`config.mk`:
```
export PLATFORM = sky130hd
export DESIGN_NAME = cordic_vectoring
export DESIGN_NICKNAME = d
export VERILOG_FILES = /design/src/rtl/cordic_pkg.sv /design/src/rtl/cordic_vec_fsm.sv /design/src/rtl/cordic_vectoring.sv
export SDC_FILE = /design/constraint.sdc
export NUM_CORES = 1
export LEC_CHECK = 0
export CORE_ASPECT_RATIO = 0.9
export CORE_MARGIN = 2
export CORE_UTILIZATION = 56
export CTS_CLUSTER_DIAMETER = 150
export DETAILED_ROUTE_END_ITERATION = 16
export HOLD_SLACK_MARGIN = 0.12
export PLACE_DENSITY = 0.77
export SETUP_SLACK_MARGIN = 0.2
export SYNTH_ARGS = -nofsm -noshare
export SYNTH_HDL_FRONTEND = slang
export SYNTH_SLANG_ARGS = --single-unit
```
`constraint.sdc`:
```
create_clock -name clk -period 10.81 [get_ports clk]
set_input_delay 1.6215 -clock clk [delete_from_list [all_inputs] [get_ports clk]]
set_output_delay 1.6215 -clock clk [all_outputs]
set_load 0.02 [all_outputs]
```
`src/rtl/cordic_pkg.sv`:
```
// Shared CORDIC constants: arctangent table (Q1.16), pi constants,
// vectoring FSM state encoding and the 1/K shift-add taps.
package cordic_pkg;

    // round(atan(2^-i) * 65536), i = 0..15; also feeds the rotation CORDIC atan ROM
    localparam int ATAN_TABLE [16] = '{
        51472, 30385, 16055, 8150, 4091, 2047, 1024, 512,
        256,   128,   64,    32,   16,   8,    4,    2
    };

    localparam int PI   = 205887;   // pi   in Q3.16
    localparam int PI_2 = 102944;   // pi/2 in Q3.16

    // 1/K ~= 2^-1 + 2^-3 - 2^-6 - 2^-9 - 2^-13
    localparam int INV_K_POS_SHIFT [2] = '{1, 3};
    localparam int INV_K_NEG_SHIFT [3] = '{6, 9, 13};

    typedef enum logic [1:0] {
        S_IDLE,
        S_ITER,
        S_SCALE,
        S_DONE
    } state_t;

endpackage

```
`src/rtl/cordic_vec_fsm.sv`:
```
// Control for the vectoring CORDIC: state register, iteration counter,
// busy/done generation and datapath enables.
// CORDIC_GAIN_COMP_EN inserts the SCALE state between ITER and DONE.
module cordic_vec_fsm
    import cordic_pkg::*;
#(
    parameter int ITER = 15
) (
    input  logic       clk_i,
    input  logic       rst_ni,
    input  logic       start_i,
    output logic       busy_o,
    output logic       done_o,
    output logic       load_o,
    output logic       step_o,
    output logic       scale_o,
    output logic       out_o,
    output logic [3:0] iter_o
);

    state_t     state_q, state_d;
    logic [3:0] iter_q, iter_d;
    logic       busy_q, busy_d;
    logic       done_q, done_d;

    // State, counter and handshake registers with synchronous active-low reset
    always_ff @(posedge clk_i) begin
        if (!rst_ni) begin
            state_q <= S_IDLE;
            iter_q  <= '0;
            busy_q  <= 1'b0;
            done_q  <= 1'b0;
        end else begin
            state_q <= state_d;
            iter_q  <= iter_d;
            busy_q  <= busy_d;
            done_q  <= done_d;
        end
    end

    // Next-state, counter update and datapath enables
    always_comb begin
        state_d = state_q;
        iter_d  = iter_q;
        load_o  = 1'b0;
        step_o  = 1'b0;
        scale_o = 1'b0;
        out_o   = 1'b0;
        case (state_q)
            S_IDLE: begin
                if (start_i) begin
                    load_o  = 1'b1;
                    iter_d  = '0;
                    state_d = S_ITER;
                end
            end
            S_ITER: begin
                step_o = 1'b1;
                iter_d = iter_q + 4'd1;
                if (iter_q == 4'(ITER - 1)) begin
`ifdef CORDIC_GAIN_COMP_EN
                    state_d = S_SCALE;
`else
                    state_d = S_DONE;
`endif
                end
            end
            S_SCALE: begin
                scale_o = 1'b1;
                state_d = S_DONE;
            end
            S_DONE: begin
                out_o   = 1'b1;
                state_d = S_IDLE;
            end
            default: state_d = S_IDLE;
        endcase
        // busy/done are registered so they change on the same edge as the outputs
        busy_d = (state_d != S_IDLE);
        done_d = (state_q == S_DONE);
    end

    assign busy_o = busy_q;
    assign done_o = done_q;
    assign iter_o = iter_q;

endmodule

```
`src/rtl/cordic_vectoring.sv`:
```
// Vectoring-mode CORDIC: (x, y) -> uncompensated magnitude and atan2(y, x).
// Defining CORDIC_GAIN_COMP_EN adds a 1/K scaling step so mag_out is the
// true magnitude (one extra cycle of latency).
module cordic_vectoring
    import cordic_pkg::*;
#(
    parameter int FIXED_POINT = 14,
    parameter int ITER        = 15,
    parameter int ANGLE_W     = 19
) (
    input  logic                     clk,
    input  logic                     rst,
    input  logic                     start,
    input  logic [FIXED_POINT-1:0]   data_in_x,
    input  logic [FIXED_POINT-1:0]   data_in_y,
    output logic                     busy,
    output logic                     done,
    output logic [FIXED_POINT+1:0]   mag_out,
    output logic [ANGLE_W-1:0]       angle_out
);

    localparam int W = FIXED_POINT + 2;
    localparam logic signed [ANGLE_W-1:0] PI_Z = ANGLE_W'(PI);

    logic       load_en, step_en, scale_en, out_en;
    logic [3:0] iter;

    logic signed [W-1:0]       x_ext, y_ext, x_sh, y_sh;
    logic signed [W-1:0]       x_q, x_d, y_q, y_d, mag_q, mag_d;
    logic signed [ANGLE_W-1:0] z_q, z_d, angle_q, angle_d, atan_i;
    logic                      zero_q, zero_d;

    cordic_vec_fsm #(
        .ITER (ITER)
    ) u_fsm (
        .clk_i   (clk),
        .rst_ni  (rst),
        .start_i (start),
        .busy_o  (busy),
        .done_o  (done),
        .load_o  (load_en),
        .step_o  (step_en),
        .scale_o (scale_en),
        .out_o   (out_en),
        .iter_o  (iter)
    );

    assign x_ext  = {{2{data_in_x[FIXED_POINT-1]}}, data_in_x};
    assign y_ext  = {{2{data_in_y[FIXED_POINT-1]}}, data_in_y};
    assign x_sh   = x_q >>> iter;
    assign y_sh   = y_q >>> iter;
    assign atan_i = ANGLE_W'(ATAN_TABLE[iter]);

    // Datapath registers: x/y/z iteration state and held outputs
    always_ff @(posedge clk) begin
        if (!rst) begin
            x_q     <= '0;
            y_q     <= '0;
            z_q     <= '0;
            zero_q  <= 1'b0;
            mag_q   <= '0;
            angle_q <= '0;
        end else begin
            x_q     <= x_d;
            y_q     <= y_d;
            z_q     <= z_d;
            zero_q  <= zero_d;
            mag_q   <= mag_d;
            angle_q <= angle_d;
        end
    end

    // Quadrant fold on load, micro-rotation per step, optional 1/K scale
    always_comb begin
        x_d     = x_q;
        y_d     = y_q;
        z_d     = z_q;
        zero_d  = zero_q;
        mag_d   = mag_q;
        angle_d = angle_q;
        if (load_en) begin
            zero_d = (x_ext == '0) && (y_ext == '0);
            if (x_ext[W-1]) begin
                x_d = -x_ext;
                y_d = -y_ext;
                z_d = y_ext[W-1] ? -PI_Z : PI_Z;
            end else begin
                x_d = x_ext;
                y_d = y_ext;
                z_d = '0;
            end
        end else if (step_en) begin
            if (!y_q[W-1]) begin
                x_d = x_q + y_sh;
                y_d = y_q - x_sh;
                z_d = z_q + atan_i;
            end else begin
                x_d = x_q - y_sh;
                y_d = y_q + x_sh;
                z_d = z_q - atan_i;
            end
            // with y pinned at zero the yr>=0 rule would walk z up the whole table
            if (zero_q) begin
                z_d = z_q;
            end
        end else if (scale_en) begin
`ifdef CORDIC_GAIN_COMP_EN
            x_d = (x_q >>> INV_K_POS_SHIFT[0]) + (x_q >>> INV_K_POS_SHIFT[1])
                - (x_q >>> INV_K_NEG_SHIFT[0]) - (x_q >>> INV_K_NEG_SHIFT[1])
                - (x_q >>> INV_K_NEG_SHIFT[2]);
`else
            x_d = x_q;
`endif
        end
        if (out_en) begin
            mag_d   = x_q;
            angle_d = z_q;
        end
    end

    assign mag_out   = mag_q;
    assign angle_out = angle_q;

endmodule

```
### Word level (Yosys, flattened, before mapping)

Memories as Yosys holds them, arrays and structs flattened.
Index checks and enable logic that the tools add are counted.

| storage, ports and cells | value |
|---|---|
| word-level logic and storage cells | 64 |
| output and inout port bits | 37 |
| memories | 1 |
| bits in read-only memories | 512 |
| bits in registers | 95 |

| cells by class | value |
|---|---|
| eq/ne operators | 6 |
| shift-type cells | 2 |
| bitwise logic cells | 1 |
| $lt $le $gt $ge | 1 |
| multiplexer cells | 25 |
| add/sub/neg operators | 9 |
| reductions and logical operators | 9 |

Memory list:

| memory | depth | width | read ports | clocked after Yosys merged registers in | write ports | RTL line | source |
|---|---|---|---|---|---|---|---|
| (name not given) | 16 | 32 | 1 | 0 | 0 | cordic_vectoring.sv:52 | `assign atan_i = ANGLE_W'(ATAN_TABLE[iter]);` |

Operators by type and width:

| kind | number |
|---|---|
| two-way mux 19 bit | 8 |
| two-way mux 16 bit | 8 |
| adder 16 bit | 2 |
| logical NOT 16 bit | 2 |
| negator 14 -> 16 bit | 2 |
| >>> shifter 16 x 4 -> 16 bit | 2 |
| subtractor 16 bit | 2 |
| adder 19 bit | 1 |
| subtractor 19 bit | 1 |
| case mux 2 bit (4 select lines) | 1 |
| case mux 4 bit (2 select lines) | 1 |
| nonzero test 2 bit | 3 |
| greater-or-equal comparator 5 bit (second input constant) | 1 |
| inverter 4 -> 5 bit | 1 |
| adder 4 x 1 -> 4 bit (second input constant) | 1 |
| == test 2 bit (second input constant) | 2 |
| == test 4 bit (second input constant) | 1 |
| two-way mux 1 bit | 4 |
| two-way mux 2 bit | 2 |
| two-way mux 4 bit | 1 |
| != test 2 bit (second input constant) | 2 |
| AND reduction 2 bit | 2 |
| == test 2 x 1 -> 1 bit (second input constant) | 1 |
| logical NOT 2 bit | 1 |
| logical AND 1 bit | 1 |

### Depth between registers and ports, before layout

Gate-level depths: netlist of run 1.

| logic depth | value |
|---|---|
| depth after elaboration | 9 |
| gate-level depth with buffers | 23 |
| depth with buffers taken out | 19 |

### By module

Synthesis of run 1 repeated with hierarchy kept, for this count alone.

| unflattened totals | value |
|---|---|
| cells, all modules | 1144 |
| area total of the unflattened synthesis | 9447.8 um2 |

Modules (own cells, without submodules):

| module | times used | area each (um2) | cells an instance | sequential area each (um2) |
|---|---|---|---|---|
| cordic_vectoring | 1 | 9023.7 | 1099 | 1741.7 |
| cordic_vec_fsm | 1 | 424.2 | 45 | 160.2 |

### Least setup slack after synthesis of run 1

No wires, ideal clock.

| path | value |
|---|---|
| path kind | register to register |
| start point | reg u_fsm.iter_q[1], in the netlist u_fsm.iter_o[1] |
| end point | reg z_q[18] |
| period minus slack after synthesis | 5270 ps |
| cell stages (with the launch flop) | 23 |
| library setup time | 79 ps |
| arrival time | 5191 ps |
| setup slack | 5540 ps |
| cell sequence | dfxtp_1 -> buf_2 -> buf_6 -> buf_6 -> clkbuf_1 -> inv_1 -> ha_1 -> nor2b_1 -> o21a_1 -> nor3_1 -> nand4_1 -> or3_1 -> and2_1 -> xnor2_1 -> ha_1 -> and3_1 -> o211ai_1 -> o31a_1 -> a31oi_1 -> a41o_1 -> o31a_1 -> or4_1 -> o211ai_1 |

| between the ends | value |
|---|---|
| longest elaborated chain between the ends | 9 |

Ends and longest elaborated chain:

| item | RTL line | source |
|---|---|---|
| start, declared | cordic_vec_fsm.sv:22 | `logic [3:0] iter_q, iter_d;` |
| start signal, assigned | cordic_vec_fsm.sv:35 | `iter_q <= iter_d;` |
| inverter 4 -> 5 bit (implied by the code) * | cordic_vectoring.sv:52 |  |
| memory (16 x 32 bit) * | -- |  |
| two-way mux 19 bit (implied by the code) * (2 in a row) | cordic_vectoring.sv:52 |  |
| adder 19 bit / subtractor 19 bit (equally long branches) | cordic_vectoring.sv:96, cordic_vectoring.sv:100 |  |
| two-way mux 19 bit * | cordic_vectoring.sv:93 | `if (!y_q[W-1]) begin` |
| two-way mux 19 bit * | cordic_vectoring.sv:103 | `if (zero_q) begin` |
| two-way mux 19 bit * | cordic_vectoring.sv:92 | `end else if (step_en) begin` |
| two-way mux 19 bit * | cordic_vectoring.sv:81 | `if (load_en) begin` |
| end signal, assigned | cordic_vectoring.sv:66 | `z_q <= z_d;` |
| end, declared | cordic_vectoring.sv:30 | `logic signed [ANGLE_W-1:0] z_q, z_d, angle_q, angle_d, atan_i;` |

Every way passes the cells marked *; elsewhere a longest branch is shown, timed or not. The select of a mux whose other input is x is not followed.
A chain may end at the register's enable or synchronous reset.

### Final worst setup path of run 1

| path | value |
|---|---|
| start point | reg u_fsm.iter_q[0], in the netlist u_fsm.iter_o[0] |
| end point | reg z_q[18] |

Same word-level chain as after synthesis.

==> results of run 1 <==
-- metal layers --
layer	vias to the layer above	GRT usage, %
met5	-	0
met4	0	8.24
met1	4137	41.0
met3	33	4.54
li1	4304	-
met2	349	43.2
-- report_power, final --
part | switching [W] | internal (W) | total [W]
Sequential | 0.000101 | 0.000404 | 0.000506
Clock | 0.000166 | 0.000187 | 0.000353
Combinational | 0.000779 | 0.000651 | 0.00143
-- cell usage after synthesis, types with 10 or more instances --
| master | n |
|---|---|
| nor2b_1 | 11 |
| mux2i_1 | 72 |
| a21oi_1 | 77 |
| mux2_2 | 17 |
| nand2b_1 | 15 |
| and2_1 | 13 |
| mux4_1 | 10 |
| clkbuf_1 | 46 |
| o21ai_0 | 86 |
| a21o_1 | 20 |
| nand3_1 | 21 |
| o211ai_1 | 11 |
| a31oi_1 | 17 |
| inv_1 | 39 |
| xnor2_1 | 57 |
| or3_1 | 13 |
| and3_1 | 14 |
| nand2_1 | 73 |
| mux4_2 | 19 |
| ha_1 | 68 |
| xor2_1 | 29 |
| nor2_1 | 135 |
| nor3_1 | 17 |
| a211oi_1 | 15 |
| dfxtp_1 | 95 |
-- layout make-up --
| cell class | instances | area, sq um | share of cell area (%) |
|---|---|---|---|
| Multi-Input combinational cell | 951 | 7070 | 67.4 |
| Timing Repair Buffer | 81 | 776 | 7.40 |
| Inverter | 40 | 150 | 1.43 |
| Sequential cell | 95 | 1900 | 18.2 |
| Clock inverter | 7 | 101 | 0.966 |
| Clock buffer | 9 | 225 | 2.15 |
| Tap cell | 211 | 264 | 2.52 |
-- path summary, 6_finish.rpt --
kind	from	endpoint
max	u_fsm.iter_o[0]	z_q[18]
min	angle_out[12]	angle_out[12]
max reg2reg	u_fsm.iter_o[0]	z_q[18]
min reg2reg	angle_out[12]	angle_out[12]
-- metrics by stage --
step	hold slack [ns]	util [%]	worst slack [ns]
4_1_cts	0.504	62.7	4.93
5_1_grt	0.534	62.7	4.49
3_5_place_dp	0.484	60.8	4.97
6_report	0.499	62.7	4.86
3_3_place_gp	0.469	60.8	5.17
2_1_floorplan	0.451	-	5.54
-- flip-flops by register name, indices dropped and copies added (netlist names) --
register and count:
angle_out 19, z_q 19, mag_out 16, x_q 16, y_q 16, u_fsm.iter_o 4, u_fsm.state_q 2, u_fsm.busy_o 1
u_fsm.done_o 1, zero_q 1
-- worst min-delay path, cell delays in order, from the launching register on --
cell,delay (ns)
dfxtp_1,0.33
mux2i_1,0.06
nor2_1,0.07
-- cell families (layout without fill, tap and decap cells) --
| logic type | after synthesis | in the layout |
|---|---|---|
| simple gates | 360 | 360 |
| fa+ha+maj | 71 | 71 |
| buf+inv | 111 | 137 |
| compound gates | 315 | 315 |
| mux | 119 | 119 |
| flops | 95 | 95 |
| xor+xnor | 86 | 86 |
==> impl_results.html, run 1 <==
<table>
<tr><th>Metric</th><th>Value</th></tr>
<tr><th colspan="2">Run status</th></tr>
<tr><td>Run status</td><td>finished, final reports clean</td></tr>
<tr><th colspan="2">Logic synthesis</th></tr>
<tr><td>Share of synthesized flip-flops with an asynchronous set or reset</td><td>0%</td></tr>
<tr><td>Ys flop type</td><td>dfxtp_1</td></tr>
<tr><td>Largest area contributor in the synthesized netlist</td><td>dfxtp_1</td></tr>
<tr><td>Largest cells by area after synthesis</td><td>dfxtp_1 (20%), ha_1 (9.0%), mux2i_1 (7.6%)</td></tr>
<tr><td>Total nets after synthesis</td><td>roughly 1,300</td></tr>
<tr><td>Register bit count reported by yosys</td><td>95</td></tr>
<tr><td>Count of distinct cell types in the synthesized netlist</td><td>just under 80</td></tr>
<tr><td>Post-synth design cell area</td><td>9490 sq um</td></tr>
<tr><td>Area fraction of the dominant cell type after synthesis</td><td>between 20% and 30%</td></tr>
<tr><td>Combinational family with the most area after synthesis</td><td>compound AO/OA/AOI/OAI gates</td></tr>
<tr><td>Xor/xnor cell area share of the yosys netlist</td><td>7.94%</td></tr>
<tr><td>Post-Synth Simple-Gate Area</td><td>18.4%</td></tr>
<tr><td>Per-instance average area after synthesis</td><td>8.20 sq um</td></tr>
<tr><td>Number of standard cells after synthesis</td><td>1,157</td></tr>
<tr><td>Number of enable-type register cells in the synthesized netlist</td><td>0</td></tr>
<tr><td>Register area share after synthesis</td><td>20.0%</td></tr>
<tr><td>Compound-gate portion of the synthesized area</td><td>21.5%</td></tr>
<tr><td>YS warnings</td><td>0</td></tr>
<tr><td>Proportion of synthesized area in mux cells</td><td>between 10% and 20%</td></tr>
<tr><td>Adder and majority cell fraction of the synthesized area</td><td>9.60%</td></tr>
<tr><th colspan="2">Route</th></tr>
<tr><td>Total Routed Length</td><td>25,500 um</td></tr>
<tr><td>Router iterations before antenna repair</td><td>6</td></tr>
<tr><td>Remaining antenna violation count after routing</td><td>0</td></tr>
<tr><td>DRC Markers</td><td>0</td></tr>
<tr><td>Max layer used</td><td>met4</td></tr>
<tr><td>Vias per cell</td><td>6.33</td></tr>
<tr><td>Routed length on met2</td><td>about 11,000 um</td></tr>
<tr><td>Detailed-routing wirelength on met1</td><td>~12,000 um</td></tr>
<tr><td>Routed length per placed instance</td><td>18.3 um</td></tr>
<tr><td>Vias</td><td>8,823</td></tr>
<tr><td>Violation count after the first detailed-routing iteration</td><td>955</td></tr>
<tr><td>Met3 routed wirelength</td><td>about 2000 um</td></tr>
<tr><th colspan="2">Critical path</th></tr>
<tr><td>Register-to-register setup slack</td><td>4.86 ns</td></tr>
<tr><td>Worst r2r path cells</td><td>18</td></tr>
<tr><td>Element type at the critical path end</td><td>flip-flop</td></tr>
<tr><td>Cell count along the critical path</td><td>18</td></tr>
<tr><td>Cell-by-cell trace of the critical path</td><td>inv_1 &gt; ha_1 &gt; nor2b_1 &gt; o21a_1 &gt; nor3_1 &gt; nand4_1 &gt; or3_1 &gt; and2_1 &gt; xnor2_1 &gt; ha_1 &gt; and3_1 &gt; o211ai_1 &gt; o31a_1 &gt; a31oi_1 &gt; a41o_1 &gt; o31a_1 &gt; or4_1 &gt; o211ai_1</td></tr>
<tr><td>Max FO, Critical Path</td><td>37</td></tr>
<tr><td>Type of the setup path with the least slack</td><td>reg2reg</td></tr>
<tr><td>Crit path required time</td><td>approximately 11 ns</td></tr>
<tr><td>Biggest cell delay along the critical path</td><td>around 0.93 ns</td></tr>
<tr><td>Buffers &amp; Inverters on Critical Path</td><td>1</td></tr>
<tr><td>Cell family with most CP delay</td><td>simple AND/OR/NAND/NOR gates</td></tr>
<tr><td>CP Launch Type</td><td>flip-flop</td></tr>
<tr><td>Critical path's slowest cell</td><td>dfxtp_2</td></tr>
<tr><td>Arrival time worst endpoint</td><td>6.23 ns</td></tr>
<tr><th colspan="2">Cells and area</th></tr>
<tr><td>Commonest non-fill, non-tap cell in the layout</td><td>nor2_1</td></tr>
<tr><td>Share of post-route cells with drive strength above 1</td><td>around 7.4%</td></tr>
<tr><td>Number of fillers in the final layout</td><td>1,409</td></tr>
<tr><td>Post-Layout Cell Count</td><td>1,394</td></tr>
<tr><td>Summed area of non-filler cells in the final layout</td><td>10,500 sq um</td></tr>
<tr><td>Number of nets at the end of the flow</td><td>1,280</td></tr>
<tr><td>Number of diodes</td><td>0</td></tr>
<tr><td>Area growth from synthesis to layout</td><td>10.6%</td></tr>
<tr><td>Top library cells by usage in the layout, fill and taps aside</td><td>nor2_1 (135), dfxtp_1 (93), o21ai_0 (85), a21oi_1 (77), nand2_1 (73)</td></tr>
<tr><th colspan="2">Place</th></tr>
<tr><td>DPL Wire Length</td><td>18,100 um</td></tr>
<tr><td># placed instances</td><td>1,378</td></tr>
<tr><td>Area after detailed placement</td><td>10,200 sq um</td></tr>
<tr><td>Final weighted congestion in routability-driven placement</td><td>0.967</td></tr>
<tr><td>Quantity of I/O buffers inserted on ports</td><td>67</td></tr>
<tr><th colspan="2">CTS</th></tr>
<tr><td>Post-CTS setup buffer count</td><td>0</td></tr>
<tr><td>Hold_buf cts</td><td>0</td></tr>
<tr><td>TritonCTS Sinks</td><td>95</td></tr>
<tr><td>Root buffer cell</td><td>clkbuf_16</td></tr>
<tr><td>Clock tree from TritonCTS</td><td>done</td></tr>
<tr><td>Number of CTS-inserted buffers</td><td>9</td></tr>
<tr><td>Source-to-sink clock delay at the later pin of the worst-skew pair</td><td>~0.36 ns</td></tr>
<tr><td>Clock-pin transition on the worst setup and hold timing paths</td><td>0.08 ns</td></tr>
<tr><td>Number of levels the H-tree was split into</td><td>3</td></tr>
<tr><td>Total of cells resized after clock tree synthesis</td><td>0</td></tr>
<tr><td>Maximum count of clock buffers along a single path</td><td>2</td></tr>
<tr><th colspan="2">Pwr</th></tr>
<tr><td>Static leakage power</td><td>between 4 and 5 nW</td></tr>
<tr><td>Worst vdd rail ir drop</td><td>117 uV</td></tr>
<tr><td>Power density relative to cell area</td><td>~220 nW/um^2</td></tr>
<tr><td>Design Power</td><td>0.00229 W</td></tr>
<tr><th colspan="2">Flow run</th></tr>
<tr><td>Maximum capacitance violations</td><td>0</td></tr>
<tr><th colspan="2">Timing</th></tr>
<tr><td>Setup skew after layout</td><td>~0.009 ns</td></tr>
<tr><td>Relative slew margins</td><td>about 21%</td></tr>
<tr><td>RSZ-0062 raised after global routing</td><td>no</td></tr>
<tr><td>Final setup violating endpoints</td><td>0</td></tr>
<tr><td>Part of the cycle the worst path needs</td><td>55.0%</td></tr>
<tr><td>Achievable Freq</td><td>roughly 170 MHz</td></tr>
<tr><td>Aggregate negative setup slack</td><td>0 ns</td></tr>
<tr><td>Total count of hold-check failures in the final report</td><td>0</td></tr>
<tr><td>Tmin final</td><td>just under 6 ns</td></tr>
<tr><td>Measured slew at the worst slew-check pin</td><td>1.19 ns</td></tr>
<tr><td>Number of max-slew violations in the final report</td><td>0</td></tr>
<tr><th colspan="2">Floorplanning</th></tr>
<tr><td>Top-Level Pins</td><td>68</td></tr>
<tr><td>Die area</td><td>18,000 sq um</td></tr>
<tr><td>Area of the placeable core</td><td>16,700 sq um</td></tr>
<tr><td>Chip height</td><td>between 100 and 150 um</td></tr>
<tr><td>Std-Cell Rows</td><td>45</td></tr>
<tr><td>Initial Util</td><td>56.7%</td></tr>
<tr><td>Width of the chip</td><td>141 um</td></tr>
<tr><th colspan="2">Min path</th></tr>
<tr><td>Worst min-delay path class</td><td>reg2reg</td></tr>
<tr><td>Number of stages on the worst hold path</td><td>2</td></tr>
<tr><th colspan="2">Global route</th></tr>
<tr><td>Global-route wire length before repair</td><td>41,300 um</td></tr>
<tr><td>Largest net degree at the start of global routing</td><td>65</td></tr>
<tr><td>Number of antenna violations at the first check in global routing</td><td>0</td></tr>
<tr><td>Vias in the first global route</td><td>8,063</td></tr>
<tr><td>Congestion Overflow GR</td><td>0</td></tr>
<tr><td>Global-route total usage across every layer</td><td>28.2%</td></tr>
</table>
Note: power is estimated with default switching activity, not from simulation.
==> run 2: changes to the inputs <==
- clock period: 10.81 -> 5.84 ns (I/O delays scaled with it)
==> run 2 against run 1 <==
Against the previous run: final cell count rose by 0.29%; non-clock buffer count rose by 4; sequential share of layout area barely moved; fmax rose by 20%; sequential power rose by 85%; flip-flop and latch count did not move; worst hold slack barely moved; design area rose by 0.24%; die area did not move; utilization rose by 0.15 points; highest routed layer unchanged.
==> impl_results.html, run 2 (synthesis results as in run 1) <==
<table>
<tr><th>Metric</th><th>Value</th></tr>
<tr><th colspan="2">CTS</th></tr>
<tr><td>Source-to-sink clock delay at the later pin of the worst-skew pair</td><td>0.36 ns</td></tr>
<tr><td>Number of levels the H-tree was split into</td><td>3</td></tr>
<tr><td>Hold_buf cts</td><td>0</td></tr>
<tr><td>Root buffer cell</td><td>clkbuf_16</td></tr>
<tr><td>Clock-pin transition on the worst setup and hold timing paths</td><td>around 0.080 ns</td></tr>
<tr><td>TritonCTS Sinks</td><td>95</td></tr>
<tr><td>Maximum count of clock buffers along a single path</td><td>2</td></tr>
<tr><td>Number of CTS-inserted buffers</td><td>9</td></tr>
<tr><td>Total of cells resized after clock tree synthesis</td><td>0</td></tr>
<tr><td>Clock tree from TritonCTS</td><td>done</td></tr>
<tr><td>Post-CTS setup buffer count</td><td>0</td></tr>
<tr><th colspan="2">Cells and area</th></tr>
<tr><td>Combined area of the multi-input logic cells</td><td>7070 sq um</td></tr>
<tr><td>Share of post-route cells with drive strength above 1</td><td>7.75%</td></tr>
<tr><td>Top library cells by usage in the layout, fill and taps aside</td><td>nor2_1 (135), dfxtp_1 (93), o21ai_0 (85), a21oi_1 (77), nand2_1 (73)</td></tr>
<tr><td>Number of fillers in the final layout</td><td>1,463</td></tr>
<tr><td>Number of nets at the end of the flow</td><td>1,284</td></tr>
<tr><td>Commonest non-fill, non-tap cell in the layout</td><td>nor2_1</td></tr>
<tr><td>Number of diodes</td><td>0</td></tr>
<tr><td>Seq. cell area</td><td>1900 sq um</td></tr>
<tr><td>Area growth from synthesis to layout</td><td>10.8%</td></tr>
<tr><th colspan="2">Timing</th></tr>
<tr><td>Part of the cycle the worst path needs</td><td>85.0%</td></tr>
<tr><td>Number of max-slew violations in the final report</td><td>0</td></tr>
<tr><td>Final setup violating endpoints</td><td>0</td></tr>
<tr><td>Total count of hold-check failures in the final report</td><td>0</td></tr>
<tr><td>Aggregate negative setup slack</td><td>0 ns</td></tr>
<tr><td>Relative slew margins</td><td>19.9%</td></tr>
<tr><td>Tmin final</td><td>4.97 ns</td></tr>
<tr><td>Measured slew at the worst slew-check pin</td><td>between 1 and 1.5 ns</td></tr>
<tr><td>Slack of the critical path</td><td>0.875 ns</td></tr>
<tr><td>RSZ-0062 raised after global routing</td><td>no</td></tr>
<tr><td>Setup skew after layout</td><td>0.00855 ns</td></tr>
<tr><td>Achievable Freq</td><td>201 MHz</td></tr>
<tr><th colspan="2">Global route</th></tr>
<tr><td>Number of antenna violations at the first check in global routing</td><td>0</td></tr>
<tr><td>Congestion Overflow GR</td><td>0</td></tr>
<tr><td>Vias in the first global route</td><td>between 8,000 and 9,000</td></tr>
<tr><td>Largest net degree at the start of global routing</td><td>55</td></tr>
<tr><td>Global-route wire length before repair</td><td>41,700 um</td></tr>
<tr><td>Global-route total usage across every layer</td><td>roughly 29%</td></tr>
<tr><th colspan="2">Pwr</th></tr>
<tr><td>Power density relative to cell area</td><td>between 400 and 500 nW/um^2</td></tr>
<tr><td>Worst vdd rail ir drop</td><td>252 uV</td></tr>
<tr><td>Static leakage power</td><td>around 4.2 nW</td></tr>
<tr><th colspan="2">Route</th></tr>
<tr><td>Remaining antenna violation count after routing</td><td>0</td></tr>
<tr><td>Router iterations before antenna repair</td><td>7</td></tr>
<tr><td>Total Routed Length</td><td>25,900 um</td></tr>
<tr><td>Routed length per placed instance</td><td>18.5 um</td></tr>
<tr><td>DRC Markers</td><td>0</td></tr>
<tr><td>Vias</td><td>between 8,000 and 9,000</td></tr>
<tr><td>Vias per cell</td><td>6.34</td></tr>
<tr><td>Violation count after the first detailed-routing iteration</td><td>about 800</td></tr>
<tr><th colspan="2">Critical path</th></tr>
<tr><td>Worst r2r path cells</td><td>17</td></tr>
<tr><td>Crit path required time</td><td>6.13 ns</td></tr>
<tr><td>Type of the setup path with the least slack</td><td>reg2reg</td></tr>
<tr><td>FF-to-FF Start</td><td>u_fsm.iter_o[3]</td></tr>
<tr><td>CP Launch Type</td><td>flip-flop</td></tr>
<tr><td>Endpoint of the most critical register-to-register path</td><td>z_q[18]</td></tr>
<tr><td>Register-to-register setup slack</td><td>approximately 0.87 ns</td></tr>
<tr><td>Critical path endpoint</td><td>z_q[18]</td></tr>
<tr><td>Arrival time worst endpoint</td><td>around 5.3 ns</td></tr>
<tr><td>Element type at the critical path end</td><td>flip-flop</td></tr>
<tr><td>Max FO, Critical Path</td><td>24</td></tr>
<tr><td>Launching element of the worst setup path</td><td>u_fsm.iter_o[3]</td></tr>
<tr><th colspan="2">Floorplanning</th></tr>
<tr><td>Width of the chip</td><td>141 um</td></tr>
<tr><td>Initial Util</td><td>56.7%</td></tr>
<tr><td>Std-Cell Rows</td><td>45</td></tr>
<tr><td>Area of the placeable core</td><td>about 17,000 sq um</td></tr>
<tr><td>Die area</td><td>18,000 sq um</td></tr>
<tr><td>Top-Level Pins</td><td>68</td></tr>
<tr><td>Chip height</td><td>127 um</td></tr>
<tr><th colspan="2">Place</th></tr>
<tr><td>Post-place setup slack</td><td>1.06 ns</td></tr>
<tr><td>Final weighted congestion in routability-driven placement</td><td>0.935</td></tr>
<tr><td>DPL Wire Length</td><td>18,800 um</td></tr>
<tr><td>Quantity of I/O buffers inserted on ports</td><td>67</td></tr>
<tr><th colspan="2">Run status</th></tr>
<tr><td>Run status</td><td>finished, final reports clean</td></tr>
<tr><th colspan="2">Flow run</th></tr>
<tr><td>Maximum capacitance violations</td><td>0</td></tr>
<tr><th colspan="2">Min path</th></tr>
<tr><td>Worst min-delay path class</td><td>reg2reg</td></tr>
</table>
-- run 2: changes by cell type in the layout (fill, tap and decap cells not counted) --
| cell | previous run | this run |
|---|---|---|
| inv_8 | 2 | 3 |
| buf_4 | 14 | 18 |
| clkinv_8 | 2 | 1 |
-- run 2: critical path, cell delays in order, from the launching register on --
cell      delay (ns)
dfxtp_1         0.70
clkinv_1        0.15
buf_4           0.27
o21a_1          0.20
nor3_1          0.38
nand4_1         0.20
or3_1           0.43
and2_1          0.19
xnor2_1         0.12
ha_1            0.35
and3_1          0.25
o211ai_1        0.12
o31a_1          0.21
a31oi_1         0.16
a41o_1          0.32
o31a_1          0.30
or4_1           0.46
o211ai_1        0.09
-- run 2: worst min-delay path by stage --
stage	startpoint	end	slack, ns	depth (start not counted)
after floorplan	zero_q	zero_q	0.45	2
after global placement	zero_q	zero_q	0.47	2
after detailed placement	zero_q	zero_q	0.48	2
after CTS	angle_out[0]	angle_out[0]	0.50	2
after global routing	angle_out[13]	angle_out[13]	0.52	2
final	angle_out[16]	angle_out[16]	0.50	2
-- run 2: through the flow --
step	hold WS, ns	total power, W	util, %	instance area [sq um]	instances
global placement	0.474	0.00348	61.0	10200	1382
CTS	0.504	0.00420	62.9	10500	1398
detailed placement	0.481	0.00352	61.0	10200	1382
finish	0.499	0.00423	62.9	10500	1398
global route	0.525	0.00456	62.9	10500	1398
floorplan	0.451	0.00302	-	9490	1157
-- run 2: final cells by class --
type / instances / share of cell area [%]
multi-input cells: 951 / 67.2
flip-flops and latches: 95 / 18.1
repair buffers: 85 / 7.66
well taps: 211 / 2.51
clock buffers: 9 / 2.14
inverters: 40 / 1.43
clock inverters: 7 / 0.916
-- run 2: power by group --
group,leakage (nW),total [W],switching [W],internal (W)
logic,3.24,0.00264,0.00143,0.00120
clock network,0.154,0.000656,0.000309,0.000346
registers,0.779,0.000938,0.000190,0.000749
total,4.17,0.00423,0.00193,0.00230
-- run 2: per-layer routing --
| metal | share of wire [%] | GRT usage (%) | vias up |
|---|---|---|---|
| met5 | 0 | 0 | - |
| met1 | 46 | 41.4 | 4155 |
| li1 | - | - | 4304 |
| met3 | 8.4 | 5.32 | 37 |
| met2 | 44 | 43.7 | 373 |
| met4 | 1.8 | 8.24 | 0 |
==> run 3: changes to the inputs <==
--- a/config.mk
+++ b/config.mk
@@ -12,2 +12,3 @@
 export DETAILED_ROUTE_END_ITERATION = 16
+export GPL_ROUTABILITY_DRIVEN = 0
 export HOLD_SLACK_MARGIN = 0.12
--- a/constraint.sdc
+++ b/constraint.sdc
@@ -3,2 +3,2 @@
 set_output_delay 0.876 -clock clk [all_outputs]
-set_load 0.02 [all_outputs]
+set_load 0.01 [all_outputs]
==> run 3 against run 2 <==
Against the previous run: sequential power is 0.6% lower; total power fell by 0.15%; utilization shrank 0.067 points; clock power fell by 2%; worst hold slack worse by 0.0049 ns; global-route usage decreased by 0.30 points.
==> impl_results.html, run 3 (synthesis results as in run 1) <==
<table>
<tr><th>Metric</th><th>Value</th></tr>
<tr><th colspan="2">Run status</th></tr>
<tr><td>Run status</td><td>finished, final reports clean</td></tr>
<tr><th colspan="2">Global route</th></tr>
<tr><td>Global-route total usage across every layer</td><td>28.4%</td></tr>
<tr><td>Number of antenna violations at the first check in global routing</td><td>0</td></tr>
<tr><td>Congestion Overflow GR</td><td>0</td></tr>
<tr><td>Largest net degree at the start of global routing</td><td>65</td></tr>
<tr><td>Vias in the first global route</td><td>8,189</td></tr>
<tr><td>Global-route wire length before repair</td><td>41,400 um</td></tr>
<tr><th colspan="2">Timing</th></tr>
<tr><td>Final setup violating endpoints</td><td>0</td></tr>
<tr><td>Aggregate negative setup slack</td><td>0 ns</td></tr>
<tr><td>Part of the cycle the worst path needs</td><td>86.0%</td></tr>
<tr><td>RSZ-0062 raised after global routing</td><td>no</td></tr>
<tr><td>Relative slew margins</td><td>21.9%</td></tr>
<tr><td>Setup skew after layout</td><td>between 0.007 and 0.008 ns</td></tr>
<tr><td>Slack of the critical path</td><td>a little over 0.8 ns</td></tr>
<tr><td>Measured slew at the worst slew-check pin</td><td>1.17 ns</td></tr>
<tr><td>Tmin final</td><td>5.02 ns</td></tr>
<tr><td>Number of max-slew violations in the final report</td><td>0</td></tr>
<tr><td>Total count of hold-check failures in the final report</td><td>0</td></tr>
<tr><td>Achievable Freq</td><td>~200 MHz</td></tr>
<tr><th colspan="2">Cells and area</th></tr>
<tr><td>Commonest non-fill, non-tap cell in the layout</td><td>nor2_1</td></tr>
<tr><td>Area growth from synthesis to layout</td><td>10.7%</td></tr>
<tr><td>Share of post-route cells with drive strength above 1</td><td>under 10%</td></tr>
<tr><td>Number of nets at the end of the flow</td><td>1,284</td></tr>
<tr><td>Number of diodes</td><td>0</td></tr>
<tr><td>Top library cells by usage in the layout, fill and taps aside</td><td>nor2_1 (135), dfxtp_1 (93), o21ai_0 (85), a21oi_1 (77), nand2_1 (73)</td></tr>
<tr><td>Summed area of non-filler cells in the final layout</td><td>10,500 sq um</td></tr>
<tr><th colspan="2">Place</th></tr>
<tr><td>Quantity of I/O buffers inserted on ports</td><td>67</td></tr>
<tr><td>DPL Wire Length</td><td>roughly 18,000 um</td></tr>
<tr><td>Post-place setup slack</td><td>approximately 1 ns</td></tr>
<tr><td>Area after detailed placement</td><td>10,200 sq um</td></tr>
<tr><th colspan="2">Pwr</th></tr>
<tr><td>Power density relative to cell area</td><td>402 nW/um^2</td></tr>
<tr><td>Worst vdd rail ir drop</td><td>222 uV</td></tr>
<tr><td>Proportion of power drawn by the clock network</td><td>15.1%</td></tr>
<tr><td>Part of the total power dissipated in sequential elements</td><td>22.1%</td></tr>
<tr><td>Total internal power</td><td>0.00231 W</td></tr>
<tr><td>Static leakage power</td><td>4.17 nW</td></tr>
<tr><td>Power spent charging and discharging nets</td><td>0.00192 W</td></tr>
<tr><td>Sw frac</td><td>between 40% and 50%</td></tr>
<tr><td>Combinational cell fraction of total power</td><td>a little over three fifths</td></tr>
<tr><th colspan="2">Critical path</th></tr>
<tr><td>Type of the setup path with the least slack</td><td>reg2reg</td></tr>
<tr><td>Element type at the critical path end</td><td>flip-flop</td></tr>
<tr><td>Register-to-register setup slack</td><td>0.82 ns</td></tr>
<tr><td>FF-to-FF Start</td><td>u_fsm.iter_o[2]</td></tr>
<tr><td>Max FO, Critical Path</td><td>24</td></tr>
<tr><td>Arrival time worst endpoint</td><td>5.32 ns</td></tr>
<tr><td>Endpoint of the most critical register-to-register path</td><td>x_q[15]</td></tr>
<tr><td>CP Launch Type</td><td>flip-flop</td></tr>
<tr><td>Crit path required time</td><td>between 6 and 7 ns</td></tr>
<tr><td>Worst r2r path cells</td><td>18</td></tr>
<tr><th colspan="2">Min path</th></tr>
<tr><td>Worst min-delay path class</td><td>reg2reg</td></tr>
<tr><td>Launch instance of the worst min-delay path</td><td>angle_out[17]</td></tr>
<tr><td>Hold Path End</td><td>angle_out[17]</td></tr>
<tr><td>Number of stages on the worst hold path</td><td>2</td></tr>
<tr><th colspan="2">Route</th></tr>
<tr><td>Routed length per placed instance</td><td>18.2 um</td></tr>
<tr><td>Vias</td><td>8,826</td></tr>
<tr><td>Router iterations before antenna repair</td><td>5</td></tr>
<tr><td>DRC Markers</td><td>0</td></tr>
<tr><td>Violation count after the first detailed-routing iteration</td><td>809</td></tr>
<tr><td>Remaining antenna violation count after routing</td><td>0</td></tr>
<tr><td>Total Routed Length</td><td>25,400 um</td></tr>
<tr><td>Vias per cell</td><td>6.31</td></tr>
<tr><th colspan="2">CTS</th></tr>
<tr><td>Maximum count of clock buffers along a single path</td><td>2</td></tr>
<tr><td>Clock tree from TritonCTS</td><td>done</td></tr>
<tr><td>Source-to-sink clock delay at the later pin of the worst-skew pair</td><td>0.36 ns</td></tr>
<tr><td>Number of CTS-inserted buffers</td><td>9</td></tr>
<tr><td>Hold_buf cts</td><td>0</td></tr>
<tr><td>TritonCTS Sinks</td><td>95</td></tr>
<tr><td>Total of cells resized after clock tree synthesis</td><td>0</td></tr>
<tr><td>Post-CTS setup buffer count</td><td>0</td></tr>
<tr><td>Clock-pin transition on the worst setup and hold timing paths</td><td>0.07 ns</td></tr>
<tr><td>Root buffer cell</td><td>clkbuf_16</td></tr>
<tr><td>Number of levels the H-tree was split into</td><td>3</td></tr>
<tr><th colspan="2">Floorplanning</th></tr>
<tr><td>Die area</td><td>18,000 sq um</td></tr>
<tr><td>Chip height</td><td>~130 um</td></tr>
<tr><td>Area of the placeable core</td><td>roughly 17,000 sq um</td></tr>
<tr><td>Initial Util</td><td>a little under three fifths</td></tr>
<tr><td>Width of the chip</td><td>141 um</td></tr>
<tr><td>Top-Level Pins</td><td>between 60 and 70</td></tr>
<tr><td>Std-Cell Rows</td><td>45</td></tr>
<tr><th colspan="2">Flow run</th></tr>
<tr><td>Maximum capacitance violations</td><td>0</td></tr>
</table>
==> run 3: cell count changes in the layout (fill, tap and decap cells not counted), sizes merged <==
cell and delta:
clkbuf +2, inv +1, clkinvlp -1, clkinv -2
==> run 3: how the worst max path moves through the flow <==
stage | start | endpoint | slack [ns] | cells after the start
after floorplan | u_fsm.iter_o[1] | z_q[18] | 0.57 | 22
after global placement | u_fsm.iter_o[2] | x_q[15] | 1.11 | 18
after detailed placement | u_fsm.iter_o[2] | x_q[15] | 1.01 | 18
after CTS | u_fsm.iter_o[2] | x_q[15] | 0.94 | 18
after global routing | u_fsm.iter_o[2] | x_q[15] | 0.51 | 20
final | u_fsm.iter_o[2] | x_q[15] | 0.82 | 18
==> run 3: area by class of cell <==
cell class / count / area (sq um)
clock buffers: 11 / 243
clock inverters: 5 / 67.6
fillers: 1427 / 6220
inverters: 40 / 150
multi-input cells: 951 / 7070
flip-flops and latches: 95 / 1900
well taps: 211 / 264
repair buffers: 85 / 806
==> run 3: worst max-delay path, stage by stage, from the launching register on <==
cell and delay, ns:
dfxtp_1 0.52, buf_4 0.33, buf_4 0.26, mux4_2 0.32, mux2i_1 0.43, mux2i_1 0.25, inv_1 0.15, ha_1 0.17
and3_1 0.20, and3_1 0.28, mux2i_1 0.21, o21ai_0 0.10, ha_1 0.37, and3_1 0.20, o211ai_1 0.19, a211oi_1 0.47
o211ai_1 0.15, mux2_2 0.30, nand3_1 0.07
==> run 3: through the flow <==
stage | cells | utilization (%) | hold WS, ns | power (W)
2_1_floorplan | 1157 | - | 0.451 | 0.00301
3_3_place_gp | 1382 | 61.0 | 0.471 | 0.00348
3_5_place_dp | 1382 | 61.0 | 0.480 | 0.00353
4_1_cts | 1398 | 62.8 | 0.503 | 0.00419
5_1_grt | 1398 | 62.8 | 0.525 | 0.00456
6_report | 1398 | 62.8 | 0.494 | 0.00423
==> run 3: power groups by stage <==
stage,Combinational [W],Clock [W],Sequential (W)
floorplan,0.00217,0,0.000850
global placement,0.00254,0,0.000934
detailed placement,0.00259,0,0.000935
CTS,0.00262,0.000650,0.000921
global route,0.00294,0.000671,0.000944
finish,0.00265,0.000640,0.000932
==> run 3: routing by layer <==
| metal | share of wire, % | wire, um | track usage [%] | up-vias |
|---|---|---|---|---|
| met5 | 0 | 0 | 0 | - |
| li1 | - | - | - | 4307 |
| met1 | 45 | 11500 | 39.8 | 4144 |
| met2 | 43 | 10800 | 42.2 | 321 |
| met4 | 2.7 | 692 | 10.2 | 0 |
| met3 | 9.4 | 2390 | 7.16 | 54 |
